### config.mk
export PLATFORM = sky130hd
export DESIGN_NAME = pipeline_stall_ctrl
export DESIGN_NICKNAME = d
export VERILOG_FILES = /design/src/rtl/pipeline_stall_ctrl.sv
export SDC_FILE = /design/constraint.sdc
export NUM_CORES = 1
export LEC_CHECK = 0
export BUFFER_PORTS_ARGS = -buffer_cell sky130_fd_sc_hd__buf_2
export CAP_MARGIN = 20
export CORE_MARGIN = 2
export CORE_UTILIZATION = 48
export CTS_CLUSTER_SIZE = 16
export DETAILED_ROUTE_END_ITERATION = 16
export GPL_ROUTABILITY_DRIVEN = 0
export PLACE_DENSITY = 0.76
export SETUP_SLACK_MARGIN = 0.05
export SLEW_MARGIN = 20
export SYNTH_ARGS = -nofsm -noshare
export SYNTH_HDL_FRONTEND = slang
export SYNTH_SLANG_ARGS = --single-unit
### constraint.sdc
create_clock -name clk -period 2.5 [get_ports clk]
set_clock_uncertainty 0.15 [all_clocks]
set_input_delay 0.5 -clock clk [delete_from_list [all_inputs] [get_ports clk]]
set_output_delay 0.5 -clock clk [all_outputs]
set_load 0.005 [all_outputs]
### src/rtl/pipeline_stall_ctrl.sv
// pipeline_stall_ctrl: merges hazard stalls, branch flushes and cache-miss refills into per-stage enables/flushes
// and arbitrates the off-chip memory port between I-cache and D-cache refills, with saturating perf counters.
module pipeline_stall_ctrl #(
  parameter int FILL_CYCLES = 4,
  parameter int CNT_W = 16
) (
  input  logic             clk,
  input  logic             rst,
  input  logic             hz_stall,
  input  logic             br_taken,
  input  logic             ic_miss,
  input  logic             dc_miss,
  input  logic             mem_ack,
  output logic             mem_req,
  output logic             mem_sel,
  output logic             pc_en,
  output logic             ifid_en,
  output logic             ifid_flush,
  output logic             idex_en,
  output logic             idex_flush,
  output logic             exmem_en,
  output logic             memwb_en,
  output logic             busy,
  output logic [CNT_W-1:0] stall_cnt,
  output logic [CNT_W-1:0] flush_cnt
);
  localparam int FW = FILL_CYCLES > 1 ? $clog2(FILL_CYCLES) : 1;
  typedef enum logic [1:0] {RUN, REQ, FILL, DONE} state_t;
  state_t state_q, state_d;
  logic mem_sel_q, mem_sel_d;
  logic [FW-1:0] fill_q, fill_d;
  logic [CNT_W-1:0] stall_cnt_q, flush_cnt_q;
  logic pc_en_c, ifid_en_c, idex_en_c, exmem_en_c, memwb_en_c;
  logic ifid_flush_c, idex_flush_c, mem_req_c, br_flush;
  always_comb begin
    state_d = state_q;
    mem_sel_d = mem_sel_q;
    fill_d = fill_q;
    {pc_en_c, ifid_en_c, idex_en_c, exmem_en_c, memwb_en_c} = '0;
    {ifid_flush_c, idex_flush_c} = '0;
    mem_req_c = 1'b0;
    br_flush = 1'b0;
    case (state_q)
      RUN: begin
        if (dc_miss || ic_miss) begin
          // the D-side miss belongs to the older instruction, so it wins the port
          state_d = REQ;
          mem_sel_d = dc_miss;
        end else if (br_taken) begin
          {pc_en_c, ifid_en_c, idex_en_c, exmem_en_c, memwb_en_c} = '1;
          {ifid_flush_c, idex_flush_c} = '1;
          br_flush = 1'b1;
        end else if (hz_stall) begin
          {idex_en_c, exmem_en_c, memwb_en_c, idex_flush_c} = '1;
        end else begin
          {pc_en_c, ifid_en_c, idex_en_c, exmem_en_c, memwb_en_c} = '1;
        end
      end
      REQ: begin
        mem_req_c = 1'b1;
        state_d = mem_ack ? FILL : REQ;
        fill_d = mem_ack ? FW'(FILL_CYCLES - 1) : fill_q;
      end
      FILL: begin
        state_d = fill_q == '0 ? DONE : FILL;
        fill_d = fill_q == '0 ? fill_q : fill_q - FW'(1);
      end
      default: state_d = RUN;
    endcase
  end
  always_ff @(posedge clk) begin
    if (rst) begin
      state_q <= RUN;
      mem_sel_q <= 1'b0;
      fill_q <= '0;
      stall_cnt_q <= '0;
      flush_cnt_q <= '0;
    end else begin
      state_q <= state_d;
      mem_sel_q <= mem_sel_d;
      fill_q <= fill_d;
      if (!pc_en_c && stall_cnt_q != '1) stall_cnt_q <= stall_cnt_q + CNT_W'(1);
      if (br_flush && flush_cnt_q != '1) flush_cnt_q <= flush_cnt_q + CNT_W'(1);
    end
  end
  assign pc_en = pc_en_c && !rst;
  assign ifid_en = ifid_en_c && !rst;
  assign idex_en = idex_en_c && !rst;
  assign exmem_en = exmem_en_c && !rst;
  assign memwb_en = memwb_en_c && !rst;
  assign ifid_flush = ifid_flush_c || rst;
  assign idex_flush = idex_flush_c || rst;
  assign mem_req = mem_req_c && !rst;
  assign busy = state_q != RUN && !rst;
  assign mem_sel = mem_sel_q;
  assign stall_cnt = stall_cnt_q;
  assign flush_cnt = flush_cnt_q;
endmodule

==> results.yml <==
run_status:
  status: "finished, final reports clean"
synth:
  ys_seq_area_frac: 0.369
  synth_area_um2: 2010
  synth_top_family_by_area: "simple AND/OR/NAND/NOR gates"
  netlist.area_leader.share: 0.369
  syn_inst: 245
  synthMuxAreaShare: 0.0274
  synth-simple-area-share: 0.328
  synth-compound-area-share: 0.215
  ys_types: 40
  synth_fa_ha_area_frac: 0.0187
  syn_area_per_cell_um2: 8.20
  ys_seq_elements: 37
  synth_warnings: 0
  synth_top_cell_by_area: "dfxtp_1"
  synth_xor_area_frac: 0
  synth_area_leaders: "dfxtp_1 37%, a21oi_1 6.5%, o21ai_0 4.2%"
  synth_fp_nets: 255
timing:
  rsz0062_at_grt: "false"
  period_needed_ns: 2.32
  slew_violations: 0
  tightest_slew_ns: 0.550
  max_slew_margin: 0.630
  final-hold-violation-count: 0
  setup_viol: 0
  min_period_over_period: 0.927
  fmax_ghz: 0.432
critical_path:
  crit_required_ns: 1.85
  crit_path_end_kind: "primary output"
  r2r_slack_ns: 0.20
  rr_worst_depth: 4
  critPathArrivalTime_ns: 1.67
  worst_setup_path_start_kind: "register"
  critPathMaxStageDelay_ns: 0.54
  worstSetupPathType: "register to primary output"
  slowest_stage: "or4_4"
  cp_cell_sequence: "or4_4 > buf_4 > nor3_1 > buf_2"
  critPathMaxFanout: 11
placed_design:
  dp_hpwl_um: 3610
  numPortBuffers: 48
  placed_area_um2: 2380
  dp.cells: 348
hold_path:
  holdPathStages: 2
  min_path_type: "input port to register"
floorplan:
  coreArea_um2: 4030
  dieArea_um2: 4720
  die_w_um: 68.7
  start_util: 0.499
  die_h_um: 68.7
  num_rows: 23
  ios: 49
global_routing:
  grt_pass1_wl_um: 8130
  grt_max_degree: 36
  overflow: 0
  grt_antenna_before_repair: 0
  grt_usage: 0.227
  grt_pass1_vias: 1858
cells_and_area:
  layout_common_cells: "48 x buf_2, 37 x dfxtp_1, 26 x a21oi_1"
  fin_nets: 315
  stdcell_count: 355
  final_area_um2: 2460
  fillers: 363
  drive_above_1_share: 0.262
  diodes: 0
  area_delta_synth_final_pct: 22.7
  mostFrequentLayoutCell: "buf_2"
  finalCoreUtilization: 0.612
clock_tree:
  cts-buffers-inserted: 5
  post-cts-setup-buffer-count: 0
  clkTransAtPathRegs_ns: 0.07
  root_buffer: "clkbuf_8"
  htree_levels: 2
  clock_sinks: 37
  clock_latency_ns: 0.29
  hold_buffers: 0
  ctsLongestPathBuffers: 2
  cts_tree: "yes"
  cts_repair_resize_count: 0
pwr:
  peakVddDrop_mv: 0.238
  powerDensity_nw_per_um2: 468
  p_leak_nw: 0.982
drt:
  drc: 0
  via_per_inst: 5.99
  drtAntennaViolNets: 0
  routed_wl_um: 4890
  drtPass1Iterations: 4
  drt_iter0_drc: 151
  avgRoutedWirePerCell_um: 13.8
  dr_total_vias: 2127
job:
  max_cap_violations: 0
-- through the flow --
step | power [mW] | worst slack [ns] | hold WS [ns] | TNS (ns)
final | 1.15 | 0.183 | 0.353 | 0
after detailed placement | 0.744 | -0.0957 | 0.358 | -0.0957
after floorplan | 0.696 | 0.0653 | 0.338 | 0
after global placement | 0.741 | -0.0692 | 0.335 | -0.0692
after CTS | 1.16 | 0.174 | 0.350 | 0
after global routing | 1.21 | 0.0505 | 0.364 | 0
-- worst max-delay path, delay by kind of cell, from the launching register on --
| family | cells | cell delay, ns |
|---|---|---|
| simple gates | 2 | 0.72 |
| buf+inv | 2 | 0.35 |
| flops | 1 | 0.32 |
-- per-layer routing --
metal | GRT usage | vias up | part of all wire
li1 | - | 1066 | -
met1 | 0.288 | 1000 | 0.47
met2 | 0.380 | 54 | 0.47
met3 | 0.0406 | 7 | 0.047
met4 | 0.0907 | 0 | 0.015
met5 | 0 | - | 0
-- cell type report --
cell class,count,area (um2),share of cell area
multi-input combinational,189,1180,0.481
tap,50,62.6,0.0254
inverter,8,30.0,0.0122
timing repair buffer,64,360,0.146
sequential,37,741,0.301
clock buffer,7,86.3,0.0350
-- cells in the mapped netlist (all sizes together) --
cell	number
a41oi	1
nand4	10
ha	3
o41ai	3
nor2b	5
nor4b	1
nor3b	1
mux2	4
nand2	13
mux2i	1
and4	7
a21o	1
a21oi	26
nand3	11
o31a	1
nor3	7
a22oi	1
or4	10
dfxtp	37
o31ai	7
clkbuf	7
and2	1
o21a	3
or4b	1
o311ai	3
nor2	14
and3	5
nor4bb	1
or2	2
buf	4
nand2b	2
nor4	7
or3	13
o21ai	17
o2111ai	2
o211ai	4
o211a	1
inv	8
-- power by group --
group	total, mW	internal (mW)	switching [mW]
Sequential	0.617	0.603	0.0133
Clock	0.423	0.219	0.204
Combinational	0.115	0.0526	0.0627
Total	1.15	0.875	0.280
-- sequential cells by signal, summed over array words and instances, names as in the netlist --
name / flops
fill_q: 2
flush_cnt: 16
mem_sel: 1
stall_cnt: 16
state_q: 2
-- worst paths after layout --
kind	from	to
min reg2reg	flush_cnt[1]	flush_cnt[1]
min	rst	stall_cnt[2]
max reg2reg	state_q[0]	flush_cnt[11]
max	state_q[0]	pc_en
-- cells by family after synthesis --
kind of cell               Yosys count
and+or+nand+nor                    111
buffers and inverters               19
AOI/OAI and AO/OA                   70
muxes                                5
adders and majority gates            3
DFF                                 37
Note: power is estimated with default switching activity, not from simulation.
